<file path="src/rtl/lut_neuron_table_dumper.sv">
// Sweeps every neuron input code and packs the responses into WORD_W words; each word takes about E+LUT_LATENCY+2 cycles.
// Backpressure: m_ready low holds the output register, and issuing stalls once the next word is packed.
module lut_neuron_table_dumper #(
    parameter int IN_BITS     = 8,
    parameter int OUT_BITS    = 1,
    parameter int WORD_W      = 32,
    parameter int LUT_LATENCY = 0
) (
    input  logic                clk,
    input  logic                rst,
    input  logic                start,
    output logic                busy,
    output logic                done,
    output logic [IN_BITS-1:0]  lut_in,
    input  logic [OUT_BITS-1:0] lut_out,
    output logic [WORD_W-1:0]   m_data,
    output logic                m_valid,
    output logic                m_last,
    input  logic                m_ready
);

    localparam int E      = WORD_W / OUT_BITS;
    localparam int SLOT_W = (E > 1) ? $clog2(E) : 1;
    localparam logic [IN_BITS:0]  TERM      = {1'b1, {IN_BITS{1'b0}}};
    localparam logic [IN_BITS:0]  LAST_ADDR = {1'b0, {IN_BITS{1'b1}}};
    localparam logic [SLOT_W-1:0] LAST_SLOT = SLOT_W'(E - 1);

    typedef enum logic [2:0] {S_IDLE, S_ISSUE, S_FLUSH, S_HANDOFF, S_FINISH} state_t;

    state_t              state_q, state_d;
    logic [IN_BITS:0]    addr_q, addr_d;
    logic [SLOT_W-1:0]   cnt_q, cnt_d;
    logic [IN_BITS-1:0]  hold_q, hold_d;
    logic [WORD_W-1:0]   pack_q, pack_d;
    logic [WORD_W-1:0]   data_q, data_d;
    logic                valid_q, valid_d;
    logic                last_q, last_d;
    logic                done_q, done_d;

    logic                issue;
    logic                samp_vld;
    logic [SLOT_W-1:0]   samp_slot;
    logic                pend;

    // Tags follow each issued address until its response is due on lut_out.
    if (LUT_LATENCY == 0) begin : g_comb
        assign samp_vld  = issue;
        assign samp_slot = cnt_q;
        assign pend      = 1'b0;
    end else begin : g_pipe
        logic [LUT_LATENCY-1:0] vld_q, vld_d;
        logic [SLOT_W-1:0]      slot_q [LUT_LATENCY];
        logic [SLOT_W-1:0]      slot_d [LUT_LATENCY];

        always_comb begin
            vld_d[0]  = issue;
            slot_d[0] = cnt_q;
            for (int i = 1; i < LUT_LATENCY; i++) begin
                vld_d[i]  = vld_q[i-1];
                slot_d[i] = slot_q[i-1];
            end
        end

        always_ff @(posedge clk or posedge rst) begin
            if (rst) begin
                vld_q <= '0;
                for (int i = 0; i < LUT_LATENCY; i++) slot_q[i] <= '0;
            end else begin
                vld_q <= vld_d;
                for (int i = 0; i < LUT_LATENCY; i++) slot_q[i] <= slot_d[i];
            end
        end

        assign samp_vld  = vld_q[LUT_LATENCY-1];
        assign samp_slot = slot_q[LUT_LATENCY-1];
        assign pend      = |vld_d;
    end

    always_comb begin
        state_d = state_q;
        addr_d  = addr_q;
        cnt_d   = cnt_q;
        hold_d  = hold_q;
        pack_d  = pack_q;
        data_d  = data_q;
        valid_d = valid_q;
        last_d  = last_q;
        done_d  = 1'b0;
        issue   = 1'b0;

        if (valid_q && m_ready) begin
            valid_d = 1'b0;
            last_d  = 1'b0;
        end
        if (samp_vld) begin
            pack_d[int'(samp_slot)*OUT_BITS +: OUT_BITS] = lut_out;
        end

        case (state_q)
            S_IDLE: begin
                // The cycle done pulses is not a valid start cycle.
                if (start && !done_q) begin
                    state_d = S_ISSUE;
                    addr_d  = '0;
                    cnt_d   = '0;
                    pack_d  = '0;
                end
            end
            S_ISSUE: begin
                issue  = 1'b1;
                hold_d = addr_q[IN_BITS-1:0];
                addr_d = addr_q + 1'b1;
                cnt_d  = cnt_q + 1'b1;
                if (cnt_q == LAST_SLOT || addr_q == LAST_ADDR) begin
                    cnt_d   = '0;
                    state_d = S_FLUSH;
                end
            end
            S_FLUSH: begin
                if (!pend) state_d = S_HANDOFF;
            end
            S_HANDOFF: begin
                if (!valid_q || m_ready) begin
                    data_d  = pack_q;
                    valid_d = 1'b1;
                    last_d  = (addr_q == TERM);
                    pack_d  = '0;
                    state_d = (addr_q == TERM) ? S_FINISH : S_ISSUE;
                end
            end
            S_FINISH: begin
                if (valid_q && m_ready) begin
                    done_d  = 1'b1;
                    state_d = S_IDLE;
                end
            end
            default: state_d = S_IDLE;
        endcase
    end

    always_ff @(posedge clk or posedge rst) begin
        if (rst) begin
            state_q <= S_IDLE;
            addr_q  <= '0;
            cnt_q   <= '0;
            hold_q  <= '0;
            pack_q  <= '0;
            data_q  <= '0;
            valid_q <= 1'b0;
            last_q  <= 1'b0;
            done_q  <= 1'b0;
        end else begin
            state_q <= state_d;
            addr_q  <= addr_d;
            cnt_q   <= cnt_d;
            hold_q  <= hold_d;
            pack_q  <= pack_d;
            data_q  <= data_d;
            valid_q <= valid_d;
            last_q  <= last_d;
            done_q  <= done_d;
        end
    end

    // Outside ISSUE the neuron input rests on the last address driven.
    assign lut_in  = (state_q == S_ISSUE) ? addr_q[IN_BITS-1:0] : hold_q;
    assign busy    = (state_q != S_IDLE);
    assign done    = done_q;
    assign m_data  = data_q;
    assign m_valid = valid_q;
    assign m_last  = last_q;

endmodule
</file>
<file path="config.mk">
export PLATFORM = sky130hd
export DESIGN_NAME = lut_neuron_table_dumper
export DESIGN_NICKNAME = d
export VERILOG_FILES = /design/src/rtl/lut_neuron_table_dumper.sv
export SDC_FILE = /design/constraint.sdc
export NUM_CORES = 1
export LEC_CHECK = 0
export CORE_MARGIN = 2
export CORE_UTILIZATION = 30
export DETAILED_ROUTE_END_ITERATION = 6
export PLACE_DENSITY = 0.48
export SETUP_SLACK_MARGIN = 0.02
export SLEW_MARGIN = 10
export SYNTH_ARGS = -nofsm -noshare
export SYNTH_HDL_FRONTEND = slang
export SYNTH_SLANG_ARGS = --single-unit
</file>
<file path="constraint.sdc">
create_clock -name clk -period 5.7 [get_ports clk]
set_input_delay 1.14 -clock clk [delete_from_list [all_inputs] [get_ports clk]]
set_output_delay 1.14 -clock clk [all_outputs]
set_load 0.005 [all_outputs]
</file>
# Word level (Yosys, flattened, before mapping)
# Index checks and enable logic that the tools add are counted.
classes:
  n_addsub: 3
  n_mul: 0
  div_mod_pow: 0
  n_lt_le_gt_ge: 0
  eq_ne: 11
  n_shift: 2
  n_mux: 26
  bitwise_logic: 0
  n_reduce_logical: 12
ops:
  columns: ["cell", "count"]
  rows:
  - ["32-bit 2-to-1 mux", 3]
  - ["32-bit case mux with 2 select lines", 1]
  - ["5-bit negator with 33-bit output", 1]
  - ["1-bit by 33-bit variable shift with 32-bit output (first input constant)", 1]
  - ["1-bit by 33-bit indexed part select with 32-bit output", 1]
  - ["32-bit bitwise mux", 1]
  - ["9-bit case mux with 2 select lines", 1]
  - ["3-bit 2-to-1 mux", 5]
  - ["3-bit case mux with 5 select lines", 1]
  - ["5-bit 2-to-1 mux", 2]
  - ["5-bit case mux with 2 select lines", 1]
  - ["9-bit by 1-bit adder with 9-bit output (second input constant)", 1]
  - ["9-bit by 8-bit == test with 1-bit output (second input constant)", 1]
  - ["9-bit == test (second input constant)", 1]
  - ["1-bit 2-to-1 mux", 9]
  - ["9-bit 2-to-1 mux", 1]
  - ["8-bit 2-to-1 mux", 1]
  - ["2-bit != test (second input constant)", 4]
  - ["3-bit by 2-bit == test with 1-bit output (second input constant)", 2]
  - ["5-bit by 1-bit adder with 5-bit output (second input constant)", 1]
  - ["5-bit == test (second input constant)", 1]
  - ["2-bit AND reduction", 2]
  - ["4-bit AND reduction", 1]
  - ["3-bit by 1-bit == test with 1-bit output (second input constant)", 1]
  - ["7 further kinds", 10]
totals:
  regBits: 92
  latchBits: 0
  ram_bits: 0
  romBits: 0
  in_bits: 5
  n_memories: 0

# Depth between registers and ports, before layout
# Gate-level depths: netlist of run 1.
depth:
  word_depth: 6
  mapped_depth: 11
  mapped_depth_nobuf: 9

# Worst setup path before layout of run 1
# OpenSTA, ideal clock, no wires.
synth_timing:
  kind: "reg-to-output"
  startpoint: "reg state_q[2]"
  endpoint: "out lut_in[0]"
  t_arrival_ns: 1.509
  setup_slack_ns: 3.051
  path_stages_with_launch: 6
  n_path_buf: 3
  path_cell_list: "dfrtp_1 -> buf_6 -> or3b_1 -> clkbuf_1 -> clkbuf_1 -> o21ai_0"
synth_between:
  elab_chain_len: 2
synth_rtl:
  columns: ["item", "line", "text"]
  rows:
  - ["start, declared", "30", "state_t state_q, state_d;"]
  - ["start signal, assigned", "153", "state_q <= state_d;"]
  - ["3-bit by 1-bit == test with 1-bit output", "166", "assign lut_in = (state_q == S_ISSUE) ? addr_q[IN_BITS-1:0] : hold_q;"]
  - ["8-bit 2-to-1 mux", null, null]
  - ["end, declared", "14", "output logic [IN_BITS-1:0] lut_in,"]
# No other way between the ends.

# Worst setup path in the final report of run 1
layout_timing:
  startpoint: "reg state_q[2]"
  endpoint: "out lut_in[1]"
# Same word-level chain as after synthesis.

==> metrics, run 1 <==
Post-synth EDFFs 0; final setup fails 0; DRT Pass-1 Iters 4; antenna violations before repair 0; largest family of logic cells by synthesized area simple AND/OR/NAND/NOR gates; Reg clk slew, reported paths around 0.060 ns; GR Overflow Total 0; worst hold path type register to register; syn_area_per_cell approximately 11 µm²; predominant post-synthesis flop cell dfrtp_1; area share of the largest cell type after synthesis between 50% and 60%; post-synthesis mux area share 16.5%; Synthesis Warnings 0; final critical-path required period 3.54 ns; Max Clock Freq roughly 280 MHz; # hold bufs at CTS 0; first-pass GRT wire length around 16 mm; top-count cell post-synth nand2_1; power per cell area ~410 mW/mm²; routed len/inst 14.5 µm; cell row count 43; share of layout cells above drive strength 1 between 10% and 20%; Pleak roughly 2.5 nW; top cell type by total area after synthesis dfrtp_1; Worst Path Max Fanout 21; Tcrit/Tclk final between 60 and 70%; post-synthesis adder-cell area fraction about 2.1%; dpl cell area roughly 0.005 mm²; CTS buffer count 9; Peak VDD IR 0.166 mV; RePlAce Congestion slightly below 0.8; setup_tns 0 ns; Synth top cells by count 101 x nand2_1, 92 x dfrtp_1, 33 x mux2_2, 32 x mux2i_1, 15 x nor2_1; Setup Fix Bufs, Post-CTS 0; # nets final about 450; vias in the first global route 3112; Yosys cell types 42; Initial Utilization 30.8%; final WL 9.12 mm; unrepaired setup endpoints after global routing false; pin count of the biggest net entering global routing 56; sequential area share after synthesis about 54%; worst-skew pair later-pin latency between 0.3 and 0.4 ns; Vias 2957; Antenna Nets Post-Route 0; PortBufs 48; ys async rst share 100%; post-layout instance area 0.00520 mm²; Top Layer Used met4; all-layer global routing usage a little over an eighth; Gate Count Post-Synth approximately 400; type of origin of the critical path register; IO Pins between 40 and 50; DIE AREA 0.0152 mm²; Antenna Cells 0; clk buf depth 2; Via density 4.72; number of DRC markers in iteration 0 85; Syn Nets between 400 and 500; status completed; final hold vios 0; CORE AREA between 0.01 and 0.015 mm²; maxcap violations 0; Die Ht 123 µm; Simple-Gate Fraction of Synth Area 18.9%; type of the worst setup path register to output port; Mapped Area between 0.004 and 0.005 mm²; Routed met3 length 320 µm; worst slew pin tran ~0.97 ns; Fin Hold WS about 0.47 ns; clk root buf clkbuf_16; WL met2 approximately 4.5 mm; power after layout ~2.1 mW; Final Slew Violations 0; Synth Area in Compound Gates 4.57%; CTS tree yes; H-tree level count 3; cts repair resizes 0; Die X approximately 120 µm; clk sinks 92; routed length on met1 4.16 mm; critical path endpoint category output port; fin util between 30% and 40%; Synth Register Bits between 90 and 100; Area Overhead vs Synth 21.6%; post-synthesis xor/xnor area fraction less than 1%; Area contributors post-synth dfrtp_1 54%, nand2_1 8.9%, mux2_2 8.7%; Worst EP arrival roughly 2.4 ns; DR DRC count 0; Worst slew margin between 30% and 40%; Setup Skew around 0.0079 ns; CP Data Required Time 4.56 ns; dpl hpwl between 6 and 7 mm
state kept, by name, summed over array words and instances, names as in the netlist:
register  cells
pack_q       32
addr_q        9
m_last        1
m_data       32
cnt_q         5
m_valid       1
state_q       3
done          1
hold_q        8
cells in the final DEF, fill, tap and decap left out, types with 3 or more instances in the layout:
cell             netlist  final
nand3_1                7      7
nor2b_1                4      4
nand2_1              101    101
nor2_1                15     14
and3_1                 7      7
clkdlybuf4s50_1        0     48
nor3_1                 7      7
inv_1                  7      6
o21ai_1                7      7
nand4_1                5      5
dfrtp_1               92     92
o21ai_0               12     12
ha_1                   7      7
clkbuf_16              0      9
mux2_2                33     33
or3_4                  3      3
nand2b_1               8      8
buf_4                  2      5
mux2i_1               32     32
kinds of logic after synthesis:
logic type,Yosys count
compound gates,32
xor+xnor,3
fa+ha+maj,7
buf+inv,30
flops,92
mux,66
simple gates,171
stage by stage:
step,std cells,worst slack (ns)
final,627,2.16
after global placement,611,2.35
after CTS,627,2.11
after detailed placement,611,2.25
after global routing,627,1.97
after floorplan,401,2.17
metal layers:
layer	GRT usage (%)	vias to the layer above
met1	16.6	1458
met3	3.46	11
met5	0	-
met4	4.40	0
met2	21.9	43
li1	-	1445
worst max-delay path: stages, from the launching register on:
cell and delay, ns:
dfrtp_1 0.46, or3b_1 0.71, o21ai_0 0.33, clkdlybuf4s50_1 0.55
cell type report:
type	instances	area, µm²
Clock inverter	5	60.1
Clock buffer	11	243
Sequential cell	92	2300
Inverter	7	27.5
Timing Repair Buffer	53	518
Fill cell	1387	8680
Multi-Input combinational cell	279	1820
Tap cell	180	225
where the power goes:
| group | switching (mW) | internal [mW] | total [mW] |
|---|---|---|---|
| logic | 0.461 | 0.279 | 0.740 |
| clock network | 0.246 | 0.353 | 0.599 |
| registers | 0.0783 | 0.713 | 0.791 |
path summary, 6_finish.rpt:
path	start	endpoint	slack [ns]	cells after the start
max	state_q[2]	lut_in[1]	2.16	3
min	hold_q[4]	hold_q[4]	0.47	2
max reg2reg	cnt_q[0]	pack_q[12]	3.17	9
min reg2reg	hold_q[4]	hold_q[4]	0.47	2
max in group asynchronous	rst	pack_q[19]	3.37	3
min in group asynchronous	rst	pack_q[30]	1.31	2
Power figures use the tool's default switching activity.
==> run 2: changes to the inputs <==
Settings changed: PLACE_DENSITY 0.48 to 0.5.
Clock period 5.7 ns to 2.9 ns, I/O delays scaled along.
==> run 2 against run 1 <==
  * Hold slack better by 0.0042 ns
  * Via count is 0.20% higher
  * Non-clock buffer count up 7
  * Clock skew is essentially flat
  * Sequential power is 93% higher
  * Combinational power increased by 110%
  * First-iteration DRC count rose by 81%
  * Cell count up 1.1%
==> metrics, run 2 (synthesis results as in run 1) <==
status completed; CTS tree yes; IO Pins slightly below 50; dpl hpwl 6.63 mm; cts repair resizes 0; Final Slew Violations 0; Die X approximately 120 µm; pin count of the biggest net entering global routing 93; worst slew pin tran 0.792 ns; Max Clock Freq 372 MHz; Worst Path Max Fanout 16; Worst slew margin between 40 and 50%; final WL just over 9 mm; # nets final 461; FF-to-FF setup slack roughly 0.57 ns; HP Start hold_q[7]; most frequent cells in the layout 101 x nand2_1, 92 x dfrtp_1, 48 x clkdlybuf4s50_1; final setup fails 0; worst hold path type register to register; # hold bufs at CTS 0; antenna violations before repair 0; maxcap violations 0; clk buf depth 2; critical path endpoint category output port; share of layout cells above drive strength 1 around 15%; Tcrit/Tclk final between 90% and 100%; Worst Setup EP lut_in[4]; PortBufs 48; routed len/inst 14.6 µm; Die Ht roughly 120 µm; worst-skew pair later-pin latency ~0.34 ns; Reg clk slew, reported paths 0.06 ns; type of the worst setup path register to output port; reg-to-reg startpoint cnt_q[1]; CP Data Required Time about 2.3 ns; Antenna Cells 0; clk root buf clkbuf_16; Fin Hold WS approximately 0.48 ns; Setup Fix Bufs, Post-CTS 0; DRT Pass-1 Iters 4; all-layer global routing usage a little over an eighth; CTS buffer count 9; H-tree level count 3; Critical Path Start state_q[2]; RePlAce Congestion 0.820; Via density 4.67; type of origin of the critical path register; final hold vios 0; Initial Utilization about 31%; Area Overhead vs Synth 23.2%; Antenna Nets Post-Route 0; R2R Path End pack_q[30]; cell row count 43; Peak VDD IR between 0.5 and 0.6 mV; clk sinks just over 90; setup_tns 0 ns; unrepaired setup endpoints after global routing false; DR DRC count 0; Worst EP arrival about 2.1 ns; power per cell area 807 mW/mm²; commonest non-fill, non-tap cell in the layout nand2_1; GR Overflow Total 0; number of DRC markers in iteration 0 between 150 and 200; final critical-path required period 2.69 ns; Vias around 3000; first-pass GRT wire length around 16 mm; Setup Skew 0.00786 ns; Pleak about 2.5 nW; CORE AREA between 0.01 and 0.015 mm²; vias in the first global route ~3100; R2R cell count 9; DIE AREA 0.0152 mm²
-- run 2: changes by cell type in the layout (fill, tap and decap cells not counted) --
cell	previous run	this run
buf_4	5	11
clkbuf_1	1	0
clkbuf_8	1	0
buf_12	0	1
clkinv_2	2	1
clkinvlp_4	1	4
-- run 2: per-stage QoR --
stage | cells | setup slack, ns | utilization, % | instance area [µm²] | power (mW)
2_1_floorplan | 401 | 0.700 | - | 4280 | 2.64
3_3_place_gp | 618 | 0.472 | 35.7 | 4960 | 3.10
3_5_place_dp | 618 | 0.385 | 35.7 | 4960 | 3.11
4_1_cts | 634 | 0.189 | 37.9 | 5260 | 4.31
5_1_grt | 634 | 0.0412 | 37.9 | 5260 | 4.55
6_report | 634 | 0.210 | 37.9 | 5260 | 4.25
-- run 2: area by class of cell --
| type | instances | area [µm²] |
|---|---|---|
| clock buffer | 9 | 225 |
| clock inverter | 7 | 75.1 |
| fill | 1384 | 8620 |
| inverter | 7 | 30.0 |
| multi-input combinational | 279 | 1820 |
| sequential | 92 | 2300 |
| tap | 180 | 225 |
| timing repair buffer | 60 | 583 |
-- run 2: worst min path at each step --
stage	to	slack [ns]	cells past startpoint
after floorplan	hold_q[5]	0.46	2
after global placement	hold_q[3]	0.45	2
after detailed placement	hold_q[3]	0.46	2
after CTS	hold_q[3]	0.48	2
after global routing	hold_q[7]	0.51	2
final	hold_q[7]	0.48	2
-- run 2: power breakdown --
| group | internal (mW) | total, mW | leakage, nW | switching, mW |
|---|---|---|---|---|
| registers | 1.40 | 1.53 | 1.27 | 0.130 |
| clock network | 0.671 | 1.17 | 0.138 | 0.503 |
| logic | 0.605 | 1.54 | 1.13 | 0.937 |
-- run 2: metal layers --
layer	global-route usage (%)	part of all wire, %	up-vias
li1	-	-	1458
met1	17.3	47	1439
met2	21.6	48	57
met3	3.32	3.9	9
met4	3.41	1.1	0
met5	0	0	-
-- run 2: critical path, cell delays in order, from the launching register on --
cell and delay (ns):
dfrtp_1 0.45, or3b_1 0.48, buf_4 0.23, nand2_1 0.08, nand2_1 0.07, clkdlybuf4s50_1 0.45
==> run 3: changes to the inputs <==
Settings changed: PLACE_DENSITY 0.5 to 0.48.
Clock period 2.9 ns to 3.25 ns, I/O delays scaled along.
==> run 3 against run 2 <==
  * Worst setup slack better by 0.22 ns
  * Die area stayed put
  * Non-clock buffer count is 2 lower
  * Cell count is 0.32% lower
  * Total power is 9.5% lower
  * Critical path type unchanged
  * Critical path depth stayed put
  * Clock power is 3% lower
  * Global-route usage is 0.62 points higher
  * Largest cell class unchanged
  * Count of clock-buffer cells in the layout is 4 higher
==> metrics, run 3 (synthesis results as in run 1) <==
number of DRC markers in iteration 0 approximately 140; Fillers between 1000 and 1500; Via density between 4 and 5; DRT Pass-1 Iters 4; # hold bufs at CTS 0; most frequent cells in the layout 101 x nand2_1, 92 x dfrtp_1, 48 x clkdlybuf4s50_1; status completed; cell row count 43; first-pass GRT wire length around 16 mm; all-layer global routing usage between 10 and 15%; Peak VDD IR 0.354 mV; Worst slew margin between 50% and 60%; type of origin of the critical path register; IO Pins just under 50; H-tree level count 3; antenna violations before repair 0; placed insts between 600 and 700; cts repair resizes 0; Max Clock Freq 354 MHz; vias in the first global route about 3200; Die X between 100 and 150 µm; routed len/inst ~15 µm; critical path endpoint category output port; Worst path max stage delay ~0.53 ns; clk sinks 92; CORE AREA 0.0139 mm²; Antenna Cells 0; maxcap violations 0; Setup Skew 0.00525 ns; DR DRC count 0; CP dominant cell by count nand2_1; Die Ht 123 µm; dpl hpwl around 6.6 mm; PortBufs 48; Worst Path Max Fanout 14; RePlAce Congestion a little under 0.8; final setup margin around 0.43 ns; CP Data Required Time between 2 and 3 ns; final critical-path required period around 2.8 ns; Worst EP arrival 2.17 ns; final WL between 9 and 10 mm; critical-path cell list or3b_1 -> buf_4 -> nand2_1 -> nand2_1 -> clkdlybuf4s50_1; clk root buf clkbuf_16; pin count of the biggest net entering global routing 46; DIE AREA roughly 0.015 mm²; post-layout instance area between 0.005 and 0.006 mm²; fin util a little under two fifths; Slowest-stage cell, CP or3b_1; final hold vios 0; Final Slew Violations 0; type of the worst setup path register to output port; setup_tns 0 ns; GR Overflow Total 0; worst slew pin tran about 0.73 ns; Reg clk slew, reported paths 0.06 ns; Initial Utilization between 30% and 40%; dpl cell area roughly 0.0049 mm²; commonest non-fill, non-tap cell in the layout nand2_1; clk buf depth 2; CTS buffer count 9; share of layout cells above drive strength 1 ~14%; unrepaired setup endpoints after global routing false; Area Overhead vs Synth 23.2%; fin cells around 630; # nets final about 460; Pleak 2.55 nW; Tcrit/Tclk final between 80% and 90%; power per cell area 730 mW/mm²; Antenna Nets Post-Route 0; worst hold path type register to register; Vias between 2000 and 3000; Setup Fix Bufs, Post-CTS 0; worst-skew pair later-pin latency roughly 0.34 ns; CTS tree yes; DP Worst Slack just over 0.5 ns; final setup fails 0
run 3: per-layer routing:
metal	track usage, %	wire, µm	up-vias
met5	0	0	-
met2	22.6	4420	38
met3	3.78	307	11
li1	-	-	1463
met4	4.69	138	0
met1	17.5	4390	1460
run 3: layout make-up:
cell class / instances / area (µm²) / area share, %
clock buffers: 13 / 250 / 4.76
well taps: 180 / 225 / 4.28
multi-input cells: 279 / 1820 / 34.6
flip-flops and latches: 92 / 2300 / 43.7
inverters: 7 / 27.5 / 0.523
repair buffers: 58 / 568 / 10.8
clock inverters: 3 / 68.8 / 1.31
run 3: critical path: cells and delay by family (launching register included):
kind,cells,cell delay (ns)
buffers and inverters,2,0.68
DFF,1,0.46
and+or+nand+nor,3,0.69
run 3: power by group:
part / switching, mW / internal, mW
clock: 0.429 / 0.699
sequential: 0.115 / 1.25
combinational: 0.833 / 0.517
run 3: path summary, 6_finish.rpt:
check / from / endpoint / slack, ns / cells after the start
setup / recovery: state_q[2] / lut_in[3] / 0.43 / 5
hold / removal: hold_q[7] / hold_q[7] / 0.47 / 2
setup reg to reg: cnt_q[1] / pack_q[30] / 0.96 / 8
hold reg to reg: hold_q[7] / hold_q[7] / 0.47 / 2
max in group asynchronous: rst / m_last / 1.92 / 3
min in group asynchronous: rst / m_data[31] / 0.65 / 2
run 3: stage by stage:
stage / total power, mW / hold slack, ns
global placement: 2.75 / 0.454
finish: 3.84 / 0.472
detailed placement: 2.76 / 0.458
floorplan: 2.35 / 0.462
CTS: 3.92 / 0.474
global route: 4.13 / 0.500
